[src/rtl/fcore_isa.sv]
// Shared fCore ISA definitions: sequencer state encoding and the LDC pair advance.
package fcore_isa;

   typedef enum logic [2:0] {
      IDLE,
      RUN,
      RESOLVE,
      EFI_WAIT,
      DONE
   } sequencer_state_t;

   localparam int unsigned LDC_ADVANCE = 2;

endpackage

[src/rtl/fcore_channel_counter.sv]
// Channel sweep counter: wraps to zero after reaching 'last', with synchronous clear.
module fcore_channel_counter #(
   parameter int unsigned WIDTH = 8
) (
   input  logic             clock,
   input  logic             reset,
   input  logic             clear,
   input  logic             enable,
   input  logic [WIDTH-1:0] last,
   output logic [WIDTH-1:0] count,
   output logic             terminal
);

   assign terminal = (count == last);

   always_ff @(posedge clock or negedge reset) begin
      if (!reset) begin
         count <= '0;
      end else if (clear) begin
         count <= '0;
      end else if (enable) begin
         count <= terminal ? '0 : count + 1'b1;
      end
   end

endmodule

[src/rtl/fcore_program_sequencer.sv]
// fCore program sequencer: sweeps each instruction across active channels, advances the
// program counter (by 2 on LDC pairs) and freezes issue while an EFI call is outstanding.
module fcore_program_sequencer
   import fcore_isa::*;
#(
   parameter int unsigned PROGRAM_DEPTH = 4096,
   parameter int unsigned MAX_CHANNELS  = 255
) (
   input  logic                             clock,
   input  logic                             reset,
   input  logic                             run,
   input  logic [$clog2(PROGRAM_DEPTH):0]   program_size,
   input  logic [$clog2(MAX_CHANNELS)-1:0]  n_channels,
   input  logic                             immediate_advance,
   input  logic                             efi_call,
   input  logic                             efi_done,
   output logic [$clog2(PROGRAM_DEPTH)-1:0] program_address,
   output logic [$clog2(MAX_CHANNELS)-1:0]  channel_address,
   output logic                             issue_valid,
   output logic                             busy,
   output logic                             done
);

   localparam int unsigned AW = $clog2(PROGRAM_DEPTH);
   localparam int unsigned CW = $clog2(MAX_CHANNELS);
   localparam int unsigned SW = AW + 2;

   sequencer_state_t state;
   sequencer_state_t ret_state;
   logic [AW:0]      pc;
   logic [AW:0]      size_q;
   logic [CW-1:0]    ch_last;
   logic [CW-1:0]    ch;
   logic             ch_terminal;
   logic             ch_clear;
   logic             ch_en;
   logic             ldc_pend;
   logic             efi_taken;
   logic             efi_trig;
   logic             single;
   logic [SW-1:0]    next_pc;
   logic             finish;

   // One spare bit on the sum so an LDC overhanging the last word still compares correctly.
   always_comb begin
      efi_trig = efi_call && !efi_taken;
      single   = (ch_last == '0);
      next_pc  = {1'b0, pc} + ((ldc_pend || immediate_advance) ? SW'(LDC_ADVANCE) : SW'(1));
      finish   = (next_pc >= {1'b0, size_q});
      ch_clear = (state == IDLE) && run;
      ch_en    = (state == RUN) && !efi_trig && !single;
   end

   fcore_channel_counter #(
      .WIDTH (CW)
   ) u_channel_counter (
      .clock    (clock),
      .reset    (reset),
      .clear    (ch_clear),
      .enable   (ch_en),
      .last     (ch_last),
      .count    (ch),
      .terminal (ch_terminal)
   );

   assign program_address = pc[AW-1:0];
   assign channel_address = ch;

   always_ff @(posedge clock or negedge reset) begin
      if (!reset) begin
         state       <= IDLE;
         ret_state   <= IDLE;
         pc          <= '0;
         size_q      <= '0;
         ch_last     <= '0;
         ldc_pend    <= 1'b0;
         efi_taken   <= 1'b0;
         issue_valid <= 1'b0;
         busy        <= 1'b0;
         done        <= 1'b0;
      end else begin
         case (state)
            IDLE: begin
               done <= 1'b0;
               if (run) begin
                  size_q    <= program_size;
                  ch_last   <= (n_channels == '0) ? '0 : n_channels - 1'b1;
                  pc        <= '0;
                  ldc_pend  <= 1'b0;
                  efi_taken <= 1'b0;
                  if (program_size == '0) begin
                     state <= DONE;
                     done  <= 1'b1;
                  end else begin
                     state       <= RUN;
                     issue_valid <= 1'b1;
                     busy        <= 1'b1;
                  end
               end
            end
            RUN: begin
               if (efi_trig) begin
                  state       <= EFI_WAIT;
                  ret_state   <= RUN;
                  efi_taken   <= 1'b1;
                  ldc_pend    <= ldc_pend | immediate_advance;
                  issue_valid <= 1'b0;
               end else if (single) begin
                  state       <= RESOLVE;
                  issue_valid <= 1'b0;
               end else if (ch_terminal) begin
                  ldc_pend  <= 1'b0;
                  efi_taken <= 1'b0;
                  if (finish) begin
                     state       <= DONE;
                     issue_valid <= 1'b0;
                     busy        <= 1'b0;
                     done        <= 1'b1;
                  end else begin
                     pc <= next_pc[AW:0];
                  end
               end else begin
                  ldc_pend <= ldc_pend | immediate_advance;
               end
            end
            RESOLVE: begin
               if (efi_trig) begin
                  state     <= EFI_WAIT;
                  ret_state <= RESOLVE;
                  efi_taken <= 1'b1;
                  ldc_pend  <= ldc_pend | immediate_advance;
               end else begin
                  ldc_pend  <= 1'b0;
                  efi_taken <= 1'b0;
                  if (finish) begin
                     state <= DONE;
                     busy  <= 1'b0;
                     done  <= 1'b1;
                  end else begin
                     pc          <= next_pc[AW:0];
                     state       <= RUN;
                     issue_valid <= 1'b1;
                  end
               end
            end
            EFI_WAIT: begin
               if (efi_done) begin
                  state       <= ret_state;
                  issue_valid <= (ret_state == RUN);
               end
            end
            DONE: begin
               state <= IDLE;
               done  <= 1'b0;
            end
            default: begin
               state       <= IDLE;
               issue_valid <= 1'b0;
               busy        <= 1'b0;
               done        <= 1'b0;
            end
         endcase
      end
   end

endmodule

[config.mk]
export PLATFORM = sky130hd
export DESIGN_NAME = fcore_program_sequencer
export DESIGN_NICKNAME = d
export VERILOG_FILES = /design/src/rtl/fcore_isa.sv /design/src/rtl/fcore_channel_counter.sv /design/src/rtl/fcore_program_sequencer.sv
export SDC_FILE = /design/constraint.sdc
export NUM_CORES = 1
export LEC_CHECK = 0
export ABC_CLOCK_PERIOD_IN_PS = 6900
export BUFFER_PORTS_ARGS = -buffer_cell sky130_fd_sc_hd__clkbuf_2
export CAP_MARGIN = 0
export CELL_PAD_IN_SITES_DETAIL_PLACEMENT = 1
export CELL_PAD_IN_SITES_GLOBAL_PLACEMENT = 1
export CORE_MARGIN = 2
export CORE_UTILIZATION = 30
export CTS_CLUSTER_SIZE = 20
export DETAILED_ROUTE_END_ITERATION = 7
export GPL_ROUTABILITY_DRIVEN = 0
export MAX_ROUTING_LAYER = met4
export PLACE_DENSITY_LB_ADDON = 0.1
export SYNTH_ARGS = -nofsm -noshare
export SYNTH_HDL_FRONTEND = slang
export SYNTH_SLANG_ARGS = --single-unit
[constraint.sdc]
create_clock -name clock -period 6.9 [get_ports clock]
set_clock_uncertainty 0.2 [all_clocks]
set_input_delay 0.69 -clock clock [delete_from_list [all_inputs] [get_ports clock]]
set_output_delay 0.69 -clock clock [all_outputs]
set_load 0.02 [all_outputs]
==> results.cfg <==
[synthesis]
synth_xor_area_share_pct = 6.330
ys_ff_latch = 52
synth_fa_ha_area_share_pct = 7.008
synthDistinctLibCells = 54
avgSynthCellArea_sq_um = 8.999
yosys.area_share.simple_pct = 20.84
synth_nets = 414
synth_top_family_by_area = simple AND/OR/NAND/NOR gates
synth_compound_area_share_pct = 19.74
yosysWarnings = 0
async_flop_share_pct = 100.0
synth.mux.area_fraction_pct = 0.6405
netlist_area_sq_mm = 0.003321
synth-main-ff-cell = dfrtp_1
seq_area_frac_synth_pct = 39.19
synthCells = 369
synth_edf_count = 0

[setup_path]
slowest_delay_ns = 0.60
r2r-end = pc[3]
crit_path_max_fanout = 8
crit_path_cell_trace = clkbuf_2, or2_2, inv_1, ha_1, fa_1, and3_1, and3_1, and4_1, xor2_1, ha_1, and3_1, a221oi_2, o21ai_1, a41oi_4, nand2_4, nor3_2, a22o_1
worst_path_max_delay_cell = nor3_2
startpoint = immediate_advance
crit_top_cell = and3_1
critPathLaunchType = input pin
reg2reg_from = ldc_pend
ff2ff_path_depth = 16
cp.arrival_ns = 4.78
end_kind = flip-flop
rrSetupSlack_ns = 2.26
worstPathRequired_ns = 6.95
path_class = input pin to flip-flop

[cts]
cts_resized = 0
clockBufferDepth = 2
clock_latency_ns = 0.31
cts_max_level = 2
root_buffer = clkbuf_8
clkSlewWorstSetupHoldPaths_ns = 0.11
cts_sinks = 52
numCtsBuffers = 5
post_cts_buffers = 0
hold_buffers = 0
cts_tree = yes

[finish]
design_area_sq_mm = 0.003717
syn2layout_area_growth_pct = 11.94
final_common_cell = dfrtp_1
antennaDiodeCount = 0
layout.area.seq_sq_mm = 0.001301
fillCellCount = 1315
post-route-util_pct = 34.29
layout_common_cells = dfrtp_1, o21ai_0, clkbuf_2, nand2_1, inv_1
multi_input_area_sq_mm = 0.001818
num-nets-final = 449
drive_gt1_share_pct = 18.27

[detailed_routing]
wl_mm = 8.867
drc = 0
num_vias = 2764
drtIter0Drc = 75
viasPerCell = 5.072
avgRoutedWirePerCell_um = 16.27
ant_nets = 0
drt_pass1_iterations = 4

[timing]
rsz0062_at_grt = false
tightest_slew_ns = 0.6970
hold_violations = 0
final.setup.tns_ns = 0
max_freq_mhz = 211.8
drv_slew = 0
max-slew-margin-rel_pct = 53.53
min_period_ns = 4.722
finalCritPeriodShare_pct = 68.43
fin_ws_ns = 2.178
setup_viol = 0

[global_routing]
grt_pass1_vias = 2932
grt_use_met2_pct = 28.75
grt_antenna_before_repair = 0
top_usage_layer = met2
grtUsageMet3_pct = 2.212
grt_pass1_wl_mm = 14.82
grt_max_degree = 53
grt_use_total_pct = 16.43
met1_usage_pct = 20.19
overflow = 0

[outcome]
status = finished clean

[floorplan]
die-area_sq_mm = 0.01193
core-area_sq_mm = 0.01084
die_width_um = 109.2
rows = 38
ioPinCount = 50
die_h_um = 109.2
start_util_pct = 30.63

[placement]
numPortBuffers = 49
dp_slack_ns = 1.824
placed_area_sq_mm = 0.003630
hpwl_mm = 6.803

[flow_run]
drv_cap = 0

[pwr]
total_leakage_power_nw = 1.809
ir_drop_mv = 0.09881
p_per_area_mw_per_mm2 = 358.3

[worst_hold_path]
min_path_type = input pin to asynchronous set/reset pin
## logic make-up (layout without fill, tap and decap cells)
logic type,after synthesis,after routing
adders and majority gates,18,18
xor gates and xnor gates,24,24
DFF,52,52
buffers and inverters,43,79
and+or+nand+nor,130,130
muxes,2,2
AOI/OAI and AO/OA,100,100
## through the flow
stage / power [mW] / hold WS (ns) / cells
4_1_cts: 1.365 / 0.3016 / 545
6_report: 1.332 / 0.2881 / 545
3_5_place_dp: 1.177 / 0.2786 / 537
2_1_floorplan: 0.9743 / 0.1944 / 369
5_1_grt: 1.471 / 0.3421 / 545
3_3_place_gp: 1.161 / 0.2711 / 537
## report_power, final
part           internal [mW]  total [mW]  switching (mW)  leakage (nW)
sequential             0.406       0.509           0.102         0.664
combinational          0.243       0.642           0.400          1.10
clock                 0.0712       0.181           0.110        0.0479
total                  0.720        1.33           0.612          1.81
## state kept, by name (all words and copies together), names as in the netlist
signal,count
efi_taken,1
state,3
ch_last,8
done,1
pc,13
ldc_pend,1
u_channel_counter.count,8
issue_valid,1
size_q,13
busy,1
ret_state,2
## worst max-delay path: cells and delay by family
| family | cells | cell delay [ns] |
|---|---|---|
| and+or+nand+nor | 7 | 2.00 |
| AOI/OAI and AO/OA | 4 | 0.95 |
| adders and majority gates | 3 | 0.76 |
| xor gates and xnor gates | 1 | 0.23 |
| buffers and inverters | 2 | 0.15 |
## per-layer routing
layer  share of wire [%]  wire length, um
met5                   0                0
met4                 1.2              104
met3                 2.5              221
met2                  51             4500
met1                  46             4041
## synthesized netlist by cell type, drive strengths merged (3+ instances only)
| library cell | count | area [sq um] |
|---|---|---|
| nand4 | 4 | 37.53 |
| clkbuf | 10 | 37.54 |
| xnor2 | 11 | 96.34 |
| inv | 20 | 75.07 |
| and3 | 8 | 50.05 |
| nand3 | 9 | 50.05 |
| and2 | 5 | 31.28 |
| xor2 | 13 | 113.9 |
| nand2 | 47 | 183.9 |
| o21ai | 52 | 260.2 |
| a21o | 4 | 30.03 |
| buf | 13 | 95.09 |
| a31oi | 7 | 43.79 |
| nor2b | 4 | 25.02 |
| nor2 | 14 | 52.55 |
| or4 | 3 | 22.52 |
| a22o | 8 | 70.07 |
| a21oi | 12 | 60.06 |
| dfrtp | 52 | 1301 |
| nor3 | 8 | 45.04 |
| nand2b | 13 | 81.33 |
| nor4 | 4 | 25.02 |
| ha | 17 | 212.7 |
## worst max path at each step
stage                         to  slack (ns)  cells after the start
after global placement    pc[12]        1.99                     17
after floorplan            pc[7]        2.43                     17
after CTS                  pc[1]        2.17                     17
after detailed placement   pc[1]        1.82                     17
final                      pc[3]        2.18                     17
after global routing       pc[8]        1.91                     17
## final cells by class
cell class / count / share of cell area (%)
flip-flops and latches: 52 / 35.01
well taps: 140 / 4.712
multi-input cells: 274 / 48.91
repair buffers: 51 / 7.001
clock inverters: 3 / 0.5049
clock buffers: 5 / 1.851
inverters: 20 / 2.020
Power figures use the tool's default switching activity.
